<file path="config.mk">
export PLATFORM = sky130hd
export DESIGN_NAME = imem_imm_encoder
export DESIGN_NICKNAME = d
export VERILOG_FILES = /design/src/rtl/rv32i_pkg.sv /design/src/rtl/rv_imm_pack.sv /design/src/rtl/imem_imm_encoder.sv
export SDC_FILE = /design/constraint.sdc
export NUM_CORES = 1
export LEC_CHECK = 0
export ABC_AREA = 1
export BUFFER_PORTS_ARGS = -buffer_cell sky130_fd_sc_hd__buf_2
export CAP_MARGIN = 30
export CORE_ASPECT_RATIO = 1.25
export CORE_MARGIN = 4
export CORE_UTILIZATION = 40
export DETAILED_ROUTE_END_ITERATION = 10
export GPL_TIMING_DRIVEN = 0
export PLACE_DENSITY = 0.61
export SETUP_SLACK_MARGIN = 0.1
export SKIP_CTS_REPAIR_TIMING = 1
export SLEW_MARGIN = 10
export SYNTH_ARGS = -nofsm -noshare
export SYNTH_HDL_FRONTEND = slang
export SYNTH_SLANG_ARGS = --single-unit
</file>
<file path="constraint.sdc">
create_clock -name clk -period 5.1 [get_ports clk]
set_clock_uncertainty 0.1 [all_clocks]
set_input_delay 0.255 -clock clk [delete_from_list [all_inputs] [get_ports clk]]
set_output_delay 0.255 -clock clk [all_outputs]
set_load 0.05 [all_outputs]
</file>
<file path="src/rtl/rv32i_pkg.sv">
// Shared RV32I definitions used by both the immediate decoder and this
// encoder: base opcodes, funct3 values, request kinds, word formats and
// the signed 12-bit range check.
package rv32i_pkg;

    localparam logic [6:0] OPC_LUI    = 7'b0110111;
    localparam logic [6:0] OPC_AUIPC  = 7'b0010111;
    localparam logic [6:0] OPC_OP_IMM = 7'b0010011;
    localparam logic [6:0] OPC_LOAD   = 7'b0000011;
    localparam logic [6:0] OPC_STORE  = 7'b0100011;

    localparam logic [2:0] F3_ADDI = 3'b000;
    localparam logic [2:0] F3_LW   = 3'b010;
    localparam logic [2:0] F3_SW   = 3'b010;

    typedef enum logic [2:0] {
        KIND_LI    = 3'd0,
        KIND_LUI   = 3'd1,
        KIND_AUIPC = 3'd2,
        KIND_OPIMM = 3'd3,
        KIND_LOAD  = 3'd4,
        KIND_STORE = 3'd5
    } kind_e;

    typedef enum logic [1:0] {
        FMT_U = 2'd0,
        FMT_I = 2'd1,
        FMT_S = 2'd2
    } fmt_e;

    typedef enum logic [1:0] {
        ST_IDLE  = 2'd0,
        ST_EMIT1 = 2'd1,
        ST_EMIT2 = 2'd2
    } enc_state_e;

    // True when v fits -2048..2047: bits 31..11 are all copies of the sign.
    function automatic logic is_s12(input logic [31:0] v);
        return (v[31:11] == '0) || (v[31:11] == '1);
    endfunction

endpackage

</file>
<file path="src/rtl/rv_imm_pack.sv">
// Combinational RV32I word packer; inverse of the decoder's immediate
// extraction for U, I and S formats.
// Ports: fmt_i selects the layout; op_i/rd_i/rs1_i/rs2_i/f3_i/imm_i are the
// instruction fields; word_o is the packed 32-bit instruction.
module rv_imm_pack
    import rv32i_pkg::*;
(
    input  fmt_e        fmt_i,
    input  logic [6:0]  op_i,
    input  logic [4:0]  rd_i,
    input  logic [4:0]  rs1_i,
    input  logic [4:0]  rs2_i,
    input  logic [2:0]  f3_i,
    input  logic [31:0] imm_i,
    output logic [31:0] word_o
);

    always_comb begin
        word_o = '0;
        case (fmt_i)
            FMT_U:   word_o = {imm_i[31:12], rd_i, op_i};
            FMT_I:   word_o = {imm_i[11:0], rs1_i, f3_i, rd_i, op_i};
            FMT_S:   word_o = {imm_i[11:5], rs2_i, rs1_i, f3_i, imm_i[4:0], op_i};
            default: word_o = '0;
        endcase
    end

endmodule

</file>
<file path="src/rtl/imem_imm_encoder.sv">
// Packs decoded fields + 32-bit immediate into RV32I words and writes them
// sequentially into IMEM. LI expands into one or two words.
// Ports: clk/rst (sync, active-high); in_valid/in_ready handshake with
// in_kind, in_rd, in_rs1, in_rs2, in_funct3, in_imm; addr_clr rewinds the
// write pointer; wr_en/wr_addr/wr_data drive IMEM; err pulses on a rejected
// request; wrapped is sticky once the pointer rolls over.
//
// state    | meaning
// ST_IDLE  | ready for a request
// ST_EMIT1 | writing word 1
// ST_EMIT2 | writing word 2 (ADDI half of a split LI)
module imem_imm_encoder
    import rv32i_pkg::*;
#(
    parameter int unsigned           ADDR_W    = 10,
    parameter logic [ADDR_W-1:0]     BASE_ADDR = '0
) (
    input  logic              clk,
    input  logic              rst,
    input  logic              in_valid,
    output logic              in_ready,
    input  logic [2:0]        in_kind,
    input  logic [4:0]        in_rd,
    input  logic [4:0]        in_rs1,
    input  logic [4:0]        in_rs2,
    input  logic [2:0]        in_funct3,
    input  logic [31:0]       in_imm,
    input  logic              addr_clr,
    output logic              wr_en,
    output logic [ADDR_W-1:0] wr_addr,
    output logic [31:0]       wr_data,
    output logic              err,
    output logic              wrapped
);

    enc_state_e        state_q, state_d;
    logic              ready_q, ready_d;
    logic              wr_en_q, wr_en_d;
    logic [31:0]       wr_data_q, wr_data_d;
    logic              err_q, err_d;
    logic [ADDR_W-1:0] ptr_q, ptr_d;
    logic              wrapped_q, wrapped_d;
    logic              two_q, two_d;
    logic [31:0]       word2_q, word2_d;

    fmt_e        fmt1;
    logic [6:0]  op1;
    logic [4:0]  rs1_1;
    logic [2:0]  f3_1;
    logic [31:0] imm1;
    logic        legal;
    logic        two_word;
    logic [31:0] word1;
    logic [31:0] word2;
    logic        accept;

    assign accept = in_valid & ready_q;

    // Request decode: word-1 fields, legality and whether LI needs a split.
    always_comb begin
        fmt1     = FMT_I;
        op1      = OPC_OP_IMM;
        rs1_1    = in_rs1;
        f3_1     = in_funct3;
        imm1     = in_imm;
        legal    = 1'b0;
        two_word = 1'b0;
        case (in_kind)
            KIND_LI: begin
                legal = 1'b1;
                if (is_s12(in_imm)) begin
                    rs1_1 = 5'd0;
                    f3_1  = F3_ADDI;
                end else begin
                    fmt1 = FMT_U;
                    op1  = OPC_LUI;
                    if (in_imm[11:0] != 12'd0) begin
                        // Pre-add 0x800 so the sign-extended ADDI low half
                        // lands back on the requested value.
                        imm1     = in_imm + 32'h0000_0800;
                        two_word = 1'b1;
                    end
                end
            end
            KIND_LUI, KIND_AUIPC: begin
                fmt1  = FMT_U;
                op1   = (in_kind == KIND_LUI) ? OPC_LUI : OPC_AUIPC;
                legal = (in_imm[11:0] == 12'd0);
            end
            KIND_OPIMM, KIND_LOAD: begin
                op1   = (in_kind == KIND_OPIMM) ? OPC_OP_IMM : OPC_LOAD;
                legal = is_s12(in_imm);
            end
            KIND_STORE: begin
                fmt1  = FMT_S;
                op1   = OPC_STORE;
                legal = is_s12(in_imm);
            end
            default: legal = 1'b0;
        endcase
    end

    rv_imm_pack u_pack1 (
        .fmt_i  (fmt1),
        .op_i   (op1),
        .rd_i   (in_rd),
        .rs1_i  (rs1_1),
        .rs2_i  (in_rs2),
        .f3_i   (f3_1),
        .imm_i  (imm1),
        .word_o (word1)
    );

    // Second word is always ADDI rd,rd,lo.
    rv_imm_pack u_pack2 (
        .fmt_i  (FMT_I),
        .op_i   (OPC_OP_IMM),
        .rd_i   (in_rd),
        .rs1_i  (in_rd),
        .rs2_i  (in_rs2),
        .f3_i   (F3_ADDI),
        .imm_i  (in_imm),
        .word_o (word2)
    );

    always_comb begin
        state_d   = state_q;
        wr_en_d   = 1'b0;
        wr_data_d = wr_data_q;
        err_d     = 1'b0;
        two_d     = two_q;
        word2_d   = word2_q;
        case (state_q)
            ST_IDLE: begin
                if (accept) begin
                    if (legal) begin
                        state_d   = ST_EMIT1;
                        wr_en_d   = 1'b1;
                        wr_data_d = word1;
                        two_d     = two_word;
                        word2_d   = word2;
                    end else begin
                        err_d = 1'b1;
                    end
                end
            end
            ST_EMIT1: begin
                if (two_q) begin
                    state_d   = ST_EMIT2;
                    wr_en_d   = 1'b1;
                    wr_data_d = word2_q;
                end else begin
                    state_d = ST_IDLE;
                end
            end
            ST_EMIT2: state_d = ST_IDLE;
            default:  state_d = ST_IDLE;
        endcase
        ready_d = (state_d == ST_IDLE);
    end

    // Pointer follows the registered strobe, so a write always uses the
    // address visible in its own cycle; a clear in that cycle still wins.
    always_comb begin
        ptr_d     = ptr_q;
        wrapped_d = wrapped_q;
        if (wr_en_q) begin
            ptr_d = ptr_q + ADDR_W'(1);
            if (&ptr_q) begin
                wrapped_d = 1'b1;
            end
        end
        if (addr_clr) begin
            ptr_d     = BASE_ADDR;
            wrapped_d = 1'b0;
        end
    end

    always_ff @(posedge clk) begin
        if (rst) begin
            state_q   <= ST_IDLE;
            ready_q   <= 1'b0;
            wr_en_q   <= 1'b0;
            wr_data_q <= '0;
            err_q     <= 1'b0;
            ptr_q     <= BASE_ADDR;
            wrapped_q <= 1'b0;
            two_q     <= 1'b0;
            word2_q   <= '0;
        end else begin
            state_q   <= state_d;
            ready_q   <= ready_d;
            wr_en_q   <= wr_en_d;
            wr_data_q <= wr_data_d;
            err_q     <= err_d;
            ptr_q     <= ptr_d;
            wrapped_q <= wrapped_d;
            two_q     <= two_d;
            word2_q   <= word2_d;
        end
    end

    assign in_ready = ready_q;
    assign wr_en    = wr_en_q;
    assign wr_addr  = ptr_q;
    assign wr_data  = wr_data_q;
    assign err      = err_q;
    assign wrapped  = wrapped_q;

endmodule
</file>
Word level (Yosys, flattened, before mapping)
Cells that the tools add are included.
{"block": "totals", "word_cells": 74, "ff_bits": 74}
{"block": "op_classes", "bitwise_logic": 3, "eq_ne": 12, "muxes": 31, "add_sub_neg": 2, "n_reduce_logical": 17}
{"op": "$mux W32", "n": 6}
{"op": "$pmux W32 S3", "n": 1}
{"op": "$pmux W32 S2", "n": 1}
{"op": "$add A32 B12 Y32 const B", "n": 1}
{"op": "$pmux W6 S4", "n": 1}
{"op": "$eq A21 B21 Y1 const B", "n": 1}
{"op": "$logic_not A21 Y1", "n": 1}
{"op": "$mux W5", "n": 3}
{"op": "$logic_not A12 Y1", "n": 1}
{"op": "$mux W6", "n": 2}
{"op": "$reduce_bool A12 Y1", "n": 1}
{"op": "$reduce_and A11 Y1", "n": 1}
{"op": "$add A10 B1 Y10 const B", "n": 1}
{"op": "$mux W1", "n": 8}
{"op": "$eq A3 B2 Y1 const B", "n": 2}
{"op": "$eq A3 B3 Y1 const B", "n": 2}
{"op": "$logic_not A2 Y1", "n": 3}
{"op": "$mux W2", "n": 3}
{"op": "$mux W3", "n": 2}
{"op": "$ne A2 B2 Y1 const B", "n": 3}
{"op": "$pmux W2 S3", "n": 1}
{"op": "$reduce_or A2 Y1", "n": 3}
{"op": "$reduce_or A3 Y1", "n": 2}
{"op": "$eq A2 B1 Y1 const B", "n": 2}
{"op": "other kinds (12)", "n": 13}

Logic depth before layout (Yosys ltp)
{"block": "logic_depth", "word_depth": 9, "depth_mapped": 15}

Cells and area by module
From an unflattened synthesis, not the netlist that was laid out.
{"block": "unflattened", "hier_cells": 1016, "area_unflattened_um2": 5885.6}
{"module": "imem_imm_encoder", "cells_each": 766, "n_inst": 1, "area_per_inst_um2": 4729.5}
{"module": "rv_imm_pack", "cells_each": 125, "n_inst": 2, "area_per_inst_um2": 578.1}

Worst setup path before layout
OpenSTA, ideal clock, no wires.
{"block": "synth_path", "path_type": "reg-to-reg", "start": "reg ptr_q[0], in the netlist wr_addr[0]", "end": "reg ptr_q[8], in the netlist wr_addr[8]", "synth_period_minus_slack_ps": 1926, "t_required_ps": 4880, "setup_time_ps": 120, "arrival_ps": 1707, "path_buffers": 0, "setup_slack_ps": 3174, "stages_incl_launch_ff": 11, "cell_sequence": "dfxtp_1 -> ha_1 -> nand3_1 -> nor2_1 -> nand2_1 -> inv_1 -> nand2_1 -> inv_1 -> nand3_1 -> o21ai_0 -> a21oi_1"}
{"block": "synth_via", "elab_chain_len": 1}
{"item": "start: declaration", "line_no": "imem_imm_encoder.sv:41", "text": "logic [ADDR_W-1:0] ptr_q, ptr_d;"}
{"item": "start signal: assignment", "line_no": "imem_imm_encoder.sv:196", "text": "ptr_q <= ptr_d;"}
{"item": "$add A10 B1 Y10", "line_no": "imem_imm_encoder.sv:168", "text": "ptr_d = ptr_q + ADDR_W'(1);"}
No other way between the ends.
A chain may end at the register's enable or synchronous reset.

Worst setup path in the final report
{"block": "layout_path", "start": "reg state_q[1]", "end": "reg wr_data_q[27], in the netlist wr_data[27]"}
{"block": "layout_via", "elab_chain_len": 3, "elab_cells_between_ends": 8}
{"item": "start: declaration", "line_no": "imem_imm_encoder.sv:36", "text": "enc_state_e state_q, state_d;"}
{"item": "start signal: assignment", "line_no": "imem_imm_encoder.sv:191", "text": "state_q <= state_d;"}
{"item": "$eq A2 B1 Y1 or $logic_not A2 Y1 (tied branches)", "line_no": "imem_imm_encoder.sv:133", "text": "case (state_q)"}
{"item": "$ne A2 B2 Y1 (no line) or $reduce_bool A2 Y1 (tied branches)"}
{"item": "$reduce_and A4 Y1 (no line)"}
{"item": "end signal: assignment", "line_no": "imem_imm_encoder.sv:194", "text": "wr_data_q <= wr_data_d;"}
{"item": "end: declaration", "line_no": "imem_imm_encoder.sv:39", "text": "logic [31:0] wr_data_q, wr_data_d;"}
Parallel ways exist; a longest one is shown, timed or not.

==> reports/metrics.yaml <==
cts:
  cts_buffer_depth: 2
  cts_buffers: 9
  cts_tree: "built"
  cts-htree-levels: 3
  root_buffer: "clkbuf_16"
  clk_pin_slew_worst_paths_ns: 0.05
  numClockSinks: 64
  worstSkewPairLatency_ns: 0.33
setup_path:
  worst_ep_required_time_ns: 5.19
  worstSetupEndpointType: "flip-flop"
  critical_path_class: "reg2reg"
  crit_arrival_ns: 2.11
  crit_fanout: 10
  crit_path_start_kind: "flip-flop"
timing:
  period_share_pct: 39.5
  tightest_slew_ns: 0.685
  setup_viol_count_final: 0
  fin_crit_ns: 2.02
  tns_ns: 0
  slew_headroom_pct: 54.4
  rsz0062_at_grt: "false"
  drv_slew: 0
  clock.fmax_ghz: 0.496
  hold_viol_final: 0
yosys:
  syn_inst: 633
  synth_top_area_share_pct: 31.9
  avgSynthCellArea_um2: 6.35
  yosysUniqueCellTypes: 43
  syn_area_um2: 4020
  synth_area_leaders: "dfxtp_1, nand2_1, nor2_1"
  yosysSeqAreaShare_pct: 31.9
  synth-seq-cells: 64
  synth_top_area_cell: "dfxtp_1"
  ys_warn_count: 0
die:
  dieArea_um2: 11700
  num_rows: 40
  core_um2: 9710
  start_util_pct: 41.4
  pin_count: 103
  die_h_um: 120
  dieWidth_um: 97.7
pwr:
  leakagePower_nw: 2.48
  ir_worst_vdd_uv: 106
  p_per_area_nw_per_um2: 261
finish:
  n_antenna_cell: 0
  areaGrowthSynthToFinish_pct: 23.5
  drive_above_1_share_pct: 22.2
  multiInputGateArea_um2: 2250
  design_area_um2: 4960
  nNetsFinal: 804
  mostFrequentLayoutCells: "nand2_1, buf_2, nor2_1"
  fin_cells: 874
  fill_cells: 1066
  final_common_cell: "nand2_1"
  seqCellArea_um2: 1280
grt:
  antenna_found_initial: 0
  grt_pass1_vias: 4241
  grt_pass1_wl_um: 20200
  overflow: 0
  track_usage_pct: 21.4
  grt_max_degree: 12
route:
  vias_per_cell: 4.99
  ant_nets: 0
  vias: 4361
  dr.pass1.iters: 5
  wl_per_cell_um: 14.1
  drc: 0
  routed_wl_um: 12300
  dr.first_iter.drc_count: 238
placement:
  dpl.hpwl_um: 9890
  dpl_cell_area_um2: 4680
  io_buffers: 99
  gp_congestion: 0.914
  dp.cells: 859
hold_path:
  hp-class: "in2reg"
job:
  maxCapViolCount: 0
status:
  status: "complete, no violations"
synth_stat cells:
| cell | n |
|---|---|
| buf_4 | 6 |
| clkbuf_1 | 7 |
| nand3_4 | 3 |
| nor2_2 | 5 |
| a21oi_2 | 3 |
| nand4_1 | 11 |
| xnor2_1 | 1 |
| buf_8 | 1 |
| clkinv_4 | 1 |
| nand3_2 | 3 |
| o21ai_0 | 34 |
| buf_12 | 1 |
| nor2_1 | 85 |
| nand2_2 | 5 |
| a21boi_0 | 5 |
| o21a_1 | 1 |
| and3_1 | 1 |
| dfxtp_1 | 64 |
| o211ai_4 | 1 |
| nor2_4 | 1 |
| o21ai_1 | 7 |
| xor2_1 | 1 |
| nand2_8 | 2 |
| nand3_1 | 55 |
| a21oi_1 | 54 |
| buf_6 | 4 |
| clkbuf_2 | 1 |
| o21ai_2 | 1 |
| nand2_4 | 2 |
| buf_2 | 4 |
| ha_1 | 3 |
| o21bai_1 | 2 |
| inv_2 | 3 |
| clkinv_1 | 1 |
| o211ai_1 | 3 |
| nor3_1 | 8 |
| nand3b_1 | 1 |
| nand2_1 | 158 |
| or2_2 | 3 |
| inv_1 | 78 |
| o21ba_2 | 1 |
| conb_1 | 1 |
| nor3_4 | 1 |
path summary, 6_finish.rpt:
path | startpoint | end | slack [ns] | cells after the start
worst min register to register | wrapped$_SDFFE_PP0P_ | wrapped$_SDFFE_PP0P_ | 0.35 | 2
worst min-delay path | rst | wr_data[1]$_SDFFE_PP0P_ | 0.06 | 2
worst max register to register | state_q[1]$_SDFF_PP0_ | wr_data[27]$_SDFFE_PP0P_ | 3.08 | 9
worst max-delay path | state_q[1]$_SDFF_PP0_ | wr_data[27]$_SDFFE_PP0P_ | 3.08 | 9
routing by layer:
metal	vias up	routed length (um)	GRT usage, %
met5	-	0	0
met4	0	360	9.09
met3	23	716	4.65
met2	125	6140	38.0
met1	1958	5100	24.7
li1	2255	-	-
power breakdown:
group          leakage [nW]  internal [mW]  switching, mW
sequential            0.518          0.510        0.00468
clock                 0.141          0.373          0.218
combinational          1.82         0.0607          0.129
total                  2.48          0.943          0.352
state kept, by name (all words and copies together), names as in the netlist:
register / cells
wr_addr: 10
err: 1
wr_data: 29
wr_en: 1
word2_q: 18
wrapped: 1
in_ready: 1
state_q: 2
two_q: 1
per-stage QoR:
step / hold WS (ns) / setup slack [ns] / utilization (%) / power (mW)
after global placement: 0.337 / 2.85 / 48.2 / 0.712
after CTS: 0.0495 / 3.09 / 51.1 / 1.31
final: 0.0572 / 3.08 / 51.1 / 1.30
after floorplan: 0.217 / 3.17 / - / 0.644
after detailed placement: 0.341 / 2.84 / 48.2 / 0.714
after global routing: 0.0673 / 2.86 / 51.1 / 1.35
cell families (layout without fill, tap and decap cells):
family	count (synthesis)	in the layout	share of synthesized area (%)
fa+ha+maj	3	3	0.934
buf+inv	107	221	12.3
other cells	1	2	0.0933
compound gates	112	112	15.5
simple gates	344	344	38.9
xor+xnor	2	2	0.436
flops	64	64	31.9
area by class of cell:
class,instances,area share (%)
Timing Repair Buffer,99,9.98
Clock inverter,6,1.23
Buffer,24,3.55
Sequential cell,64,25.8
Inverter,83,6.38
Clock buffer,9,4.54
Tap cell,126,3.18
Multi-Input combinational cell,463,45.3
worst max-delay path: stages, from the launching register on:
cell,delay [ns]
dfxtp_1,0.31
inv_1,0.17
nand2_1,0.23
inv_1,0.18
nand2_1,0.19
nand2_1,0.10
nand2_1,0.09
buf_2,0.22
a21boi_0,0.19
a21oi_1,0.08
Note: power is estimated with default switching activity, not from simulation.
